--- config.mk ---
export PLATFORM = sky130hd
export DESIGN_NAME = time_counter_cap
export DESIGN_NICKNAME = d
export VERILOG_FILES = /design/src/rtl/time_counter_cap.sv
export SDC_FILE = /design/constraint.sdc
export NUM_CORES = 1
export LEC_CHECK = 0
export CAP_MARGIN = 20
export CORE_MARGIN = 4
export CORE_UTILIZATION = 53
export CTS_CLUSTER_SIZE = 25
export DETAILED_ROUTE_END_ITERATION = 10
export PLACE_DENSITY = 0.86
export SETUP_SLACK_MARGIN = 0.1
export SYNTH_ARGS = -nofsm -noshare
export SYNTH_HDL_FRONTEND = slang
export SYNTH_SLANG_ARGS = --single-unit
--- constraint.sdc ---
create_clock -name clk -period 8.3 [get_ports clk]
set_input_delay 0.83 -clock clk [delete_from_list [all_inputs] [get_ports clk]]
set_output_delay 0.83 -clock clk [all_outputs]
set_load 0.005 [all_outputs]
--- src/rtl/time_counter_cap.sv ---
// Timebase counter: qualifies reference-strobe edges, prescales them and keeps a
// TW-bit count with load, compare alarm, sticky wrap flag and NCAP capture channels.
module time_counter_cap #(
  parameter int unsigned TW   = 32,
  parameter int unsigned DW   = 16,
  parameter int unsigned NCAP = 2,
  parameter int unsigned SYNC = 3
) (
  input  logic               clk,
  input  logic               rst,
  input  logic               tick_in,
  input  logic [1:0]         edge_sel,
  input  logic               clr,
  input  logic [DW-1:0]      div,
  input  logic               load,
  input  logic [TW-1:0]      load_val,
  input  logic               cmp_en,
  input  logic [TW-1:0]      cmp_val,
  input  logic [NCAP-1:0]    cap_trig,
  input  logic [NCAP-1:0]    cap_ack,
  output logic [TW-1:0]      q,
  output logic               tick_out,
  output logic               ovf,
  output logic               alarm,
  output logic [NCAP*TW-1:0] cap_q,
  output logic [NCAP-1:0]    cap_vld,
  output logic [NCAP-1:0]    cap_ovr
);

  logic [SYNC-1:0] sync_r;
  logic            hist_r;
  logic            edge_r;
  logic [DW-1:0]   div_r;
  logic [DW-1:0]   pre_r;
  logic            sync_s;
  logic            rise_c;
  logic            fall_c;
  logic            edge_c;
  logic [TW-1:0]   q_inc;

  assign sync_s = sync_r[SYNC-1];
  assign rise_c = sync_s & ~hist_r;
  assign fall_c = ~sync_s & hist_r;
  assign q_inc  = q + TW'(1);

  // Edge select; the history keeps running so a select change never fakes an edge.
  always_comb begin
    edge_c = 1'b0;
    case (edge_sel)
      2'b00:   edge_c = rise_c;
      2'b01:   edge_c = fall_c;
      2'b10:   edge_c = rise_c | fall_c;
      default: edge_c = 1'b0;
    endcase
  end

  always_ff @(posedge clk or posedge rst) begin
    if (rst) begin
      sync_r <= '0;
      hist_r <= 1'b0;
      edge_r <= 1'b0;
      div_r  <= '0;
    end else begin
      sync_r <= {sync_r[SYNC-2:0], tick_in};
      hist_r <= sync_s;
      edge_r <= edge_c;
      div_r  <= div;
    end
  end

  // Count update with priority clr > load > increment; >= test lets a lowered div act at once.
  always_ff @(posedge clk or posedge rst) begin
    if (rst) begin
      q        <= '0;
      pre_r    <= '0;
      ovf      <= 1'b0;
      tick_out <= 1'b0;
      alarm    <= 1'b0;
    end else begin
      tick_out <= 1'b0;
      alarm    <= 1'b0;
      if (clr) begin
        q     <= '0;
        pre_r <= '0;
        ovf   <= 1'b0;
      end else if (load) begin
        q     <= load_val;
        pre_r <= '0;
      end else if (edge_r) begin
        if (pre_r >= div_r) begin
          pre_r    <= '0;
          q        <= q_inc;
          tick_out <= 1'b1;
          alarm    <= cmp_en && (q_inc == cmp_val);
          if (&q) ovf <= 1'b1;
        end else begin
          pre_r <= pre_r + DW'(1);
        end
      end
    end
  end

  // Capture channels sample q before any same-cycle update; trig beats ack.
  always_ff @(posedge clk or posedge rst) begin
    if (rst) begin
      cap_q   <= '0;
      cap_vld <= '0;
      cap_ovr <= '0;
    end else begin
      for (int i = 0; i < NCAP; i++) begin
        if (cap_trig[i]) begin
          cap_q[i*TW +: TW] <= q;
          cap_vld[i]        <= 1'b1;
          if (cap_vld[i]) cap_ovr[i] <= 1'b1;
        end else if (cap_ack[i]) begin
          cap_vld[i] <= 1'b0;
          cap_ovr[i] <= 1'b0;
        end
      end
    end
  end

endmodule

# == Yosys cells after proc, flatten, opt, wreduce, memory -nomap -nowiden ==
# Index checks and enable logic that the tools add are counted.
# classes
addsub,2
bitwise,5
magnitude_cmp,1
mux,30
n_eq_ne,6
n_reduce_logical,14
# ops
cell,count
$mux 32,4
$mux 16,4
$add 32x1->32 const B,1
$eq 32x32->1,1
$reduce_and 32->1,1
$mux 1,21
$add 16x1->16 const B,1
$ge 16x16->1,1
$reduce_bool 2->1,5
$reduce_and 2->1,3
$reduce_bool 3->1,2
$ne 2x1->1 const B,2
$reduce_and 4->1,1
$pmux 1 s3,1
$and 1x1->1,2
$eq 2x1->1 const B,1
$eq 2x2->1 const B,1
$logic_not 2->1,1
$ne 2x2->1 const B,1
$not 1->1,2
$logic_and 1x1->1,1
$or 1x1->1,1
# totals
wordCells,73
out_inout_bits,103
register_bits,140
in_bits,92

# == Depth between registers and ports, before layout ==
# logic_depth
depth_word,7
mapped_depth,12
depth_no_buf,9

# == Worst setup path after synthesis ==
# OpenSTA, ideal clock, no wires.
# synth_path
path_kind,register to register
startpoint,reg q[1]
endpoint,reg alarm
arrival_time_ns,2.435
path_slack_ns,5.769
stages_incl_launch_ff,11
t_required_ns,8.204
period_less_slack_ns,2.531
n_path_buf,2
setup_time_ns,0.096
path_cell_list,dfrtp_1 > ha_1 > and4_1 > buf_4 > nand4_4 > or4b_1 > clkbuf_1 > a211o_1 > a21boi_1 > o22ai_1 > nor4_2
# synth_via
elab_chain_len,7
# synth_rtl
item,line_no,rtl
start: declaration,21,"output logic [TW-1:0] q,"
start signal: assignment,87,q <= load_val;
start signal: assignment,92,q <= q_inc;
$add 32x1->32,44,assign q_inc = q + TW'(1);
$eq 32x32->1,94,alarm <= cmp_en && (q_inc == cmp_val);
$logic_and 1x1->1,94,
$mux 1,90,if (pre_r >= div_r) begin
$mux 1,89,end else if (edge_r) begin
$mux 1,86,end else if (load) begin
$mux 1,82,if (clr) begin
end signal: assignment,94,
end: declaration,24,"output logic alarm,"
# Every way passes these cells.
# A chain may end at the register's enable or synchronous reset.

# == Final worst setup path ==
# layout_path
startpoint,reg q[0]
endpoint,reg alarm
# The elaborated chain is that of the path after synthesis.

==> impl_metrics.yaml <==
outcome:
  status: "complete, no violations"
floorplanning:
  die_x_um: 127
  die_area_um2: 16100
  placementRows: 43
  die_h_um: 127
  initial_core_util_pct: 54.0
  io-pin-count: 195
  core_um2: 13900
final_layout:
  ff_latch_area_um2: 3500
  layout_common_cells: "clkdlybuf4s50_1, dfrtp_1, nor2_1, mux2_2"
  drive_above_1_share_pct: 13.3
  fillers: 1002
  multi_input_area_um2: 3620
  nNetsFinal: 1002
  mostFrequentLayoutCell: "clkdlybuf4s50_1"
  area_growth_pct: 33.8
  fin_util_pct: 72.3
  num_antenna_cells: 0
yosys:
  synthCells: 722
  synthesis.nets: 834
  synth.area.top_cells: "dfrtp_1, mux2_2, xnor2_1"
  async_flop_share_pct: 100
  yosys.area.top_type: "dfrtp_1"
  synth-seq-cells: 140
  postSynthAreaPerCell_um2: 10.4
  synth-main-ff-cell: "dfrtp_1"
  ys_types: 65
  synth-edff-count: 0
  synth_area_um2: 7490
  ys.warnings.count: 0
  synth_top_area_share_pct: 46.7
  ys_seq_area_share_pct: 46.7
global_route:
  grt_max_degree: 73
  grt_pass1_wl_um: 33300
  grt_usage_pct: 26.2
  overflow: 0
  antenna_found_initial: 1
  grt_pass1_vias: 6339
sta:
  period_needed_ps: 2950
  setup_viol: 0
  worst_pin_slew_ps: 1030
  min_period_over_period_pct: 35.5
  max-slew-margin-rel_pct: 31.3
  max_freq_mhz: 339
  hold_viol: 0
  setup_tns_ps: 0
  slew_violations: 0
  skew_ps: 9.32
  rsz0062_at_grt: "false"
worst_hold_path:
  hold_path.class: "flip-flop to flip-flop"
  min_path_cells: 0
setup_path:
  r2r_slack_ps: 5350
  cp-end-kind: "flip-flop"
  worst-path-max-fanout: 9
  path_cells: "ha_1 > and4_1 > nand4_4 > or4b_1 > a211o_1 > a21boi_1 > o22ai_1 > nor4_2"
  critPathSlowestCell: "or4b_1"
  crit_arrival_ps: 3280
  worstSetupPathType: "flip-flop to flip-flop"
  cpPeakStageDelay_ps: 650
  cp.required_ps: 8630
  rr_worst_depth: 8
  start_kind: "flip-flop"
place:
  io_buffers: 194
  gp_congestion: 0.922
  place_hpwl_um: 14400
detailed_routing:
  wl_um: 20600
  drtIter0Drc: 430
  final_antenna_net_count: 0
  first_pass_iters: 5
  num_vias: 6197
  drc: 0
  vias_per_cell: 5.72
  wire_per_inst_um: 19.0
clock_network:
  tritoncts: "done"
  cts-root-buf: "clkbuf_16"
  numClockSinks: 140
  clk_latency_ps: 420
  post_cts.repair.setup_buffers: 0
  numCtsBuffers: 17
  htree_levels: 4
  hold_buffers: 0
  clkTransAtPathRegs_ps: 60
  cts_buffer_depth: 2
  cts_resized: 0
power_and_ir_drop:
  p_leak_nw: 4.15
  ir_drop_v: 0.000162
  pwr_density_cell_nw_per_um2: 184
flow_run:
  cap_violations: 0
-- through the flow --
| step | hold WS, ps | cells | setup WS (ps) | power [W] | cell area (µm²) |
|---|---|---|---|---|---|
| after global routing | 354 | 1083 | 5170 | 0.00192 | 10000 |
| final | 351 | 1083 | 5350 | 0.00184 | 10000 |
| after detailed placement | 339 | 1051 | 5410 | 0.00108 | 9430 |
| after global placement | 334 | 1051 | 5490 | 0.00107 | 9430 |
| after CTS | 353 | 1083 | 5370 | 0.00186 | 10000 |
| after floorplan | 331 | 722 | 3720 | 0.000914 | 7490 |
-- cells by family (layout without fill, tap and decap cells) --
| family | count (synthesis) | count (layout) | synth area share [%] |
|---|---|---|---|
| AOI/OAI and AO/OA | 126 | 126 | 11.0 |
| xor gates and xnor gates | 60 | 60 | 7.01 |
| adders and majority gates | 21 | 21 | 3.47 |
| buffers and inverters | 79 | 260 | 4.97 |
| DFF | 140 | 140 | 46.7 |
| muxes | 71 | 71 | 10.6 |
| and+or+nand+nor | 225 | 225 | 16.3 |
-- sequential cells by signal (all words and copies together), names as in the netlist --
register and flops:
cap_q 64, q 32, div_r 16, pre_r 16, sync_r 3, cap_ovr 2, cap_vld 2, alarm 1
edge_r 1, hist_r 1, ovf 1, tick_out 1
-- synthesized netlist by cell type (all sizes together) (4+ instances only) --
master  number
a211oi      20
a21oi       15
a311oi      14
a31oi        4
and3        11
buf         18
clkbuf      31
dfrtp      140
ha          20
inv         29
mux2        65
mux2i        6
nand2       33
nand2b       7
nand3       20
nand4       17
nor2        66
nor2b        6
nor3        21
nor3b        6
nor4        11
o21ai       45
o22ai        4
o31ai        4
or3         15
xnor2       45
xor2        15
-- critical path, delay by kind of cell, from the launching register on --
family | cells | cell delay [ps]
AO/OA/AOI/OAI | 3 | 530
flip-flops | 1 | 520
adder cells (fa/ha/maj) | 1 | 340
AND/OR/NAND/NOR | 4 | 1470
-- worst paths after layout --
kind	startpoint	endpoint
worst max-delay path	q[0]	alarm
worst min-delay path	sync_r[0]	sync_r[1]
worst max register to register	q[0]	alarm
worst min register to register	sync_r[0]	sync_r[1]
max in group asynchronous	rst	cap_q[24]
min in group asynchronous	rst	cap_q[44]
-- cell type report --
cell class                 instances  share of cell area [%]
timing repair buffer             199                    19.6
sequential                       140                    34.9
clock buffer                      18                    4.28
inverter                          29                    1.14
multi-input combinational        503                    36.1
tap                              180                    2.25
clock inverter                    14                    1.71
-- routing by layer --
metal	vias to the layer above	wire (µm)	GRT usage [%]
met5	-	13	0
met4	2	546	8.96
met3	48	1460	9.18
met2	219	10100	43.0
met1	3002	8510	32.2
li1	2926	-	-
-- where the power goes --
group          switching [W]  internal, W
clock               0.000299     0.000473
sequential         0.0000541     0.000731
combinational       0.000110     0.000175
total               0.000463      0.00138
Note: power is estimated with default switching activity, not from simulation.
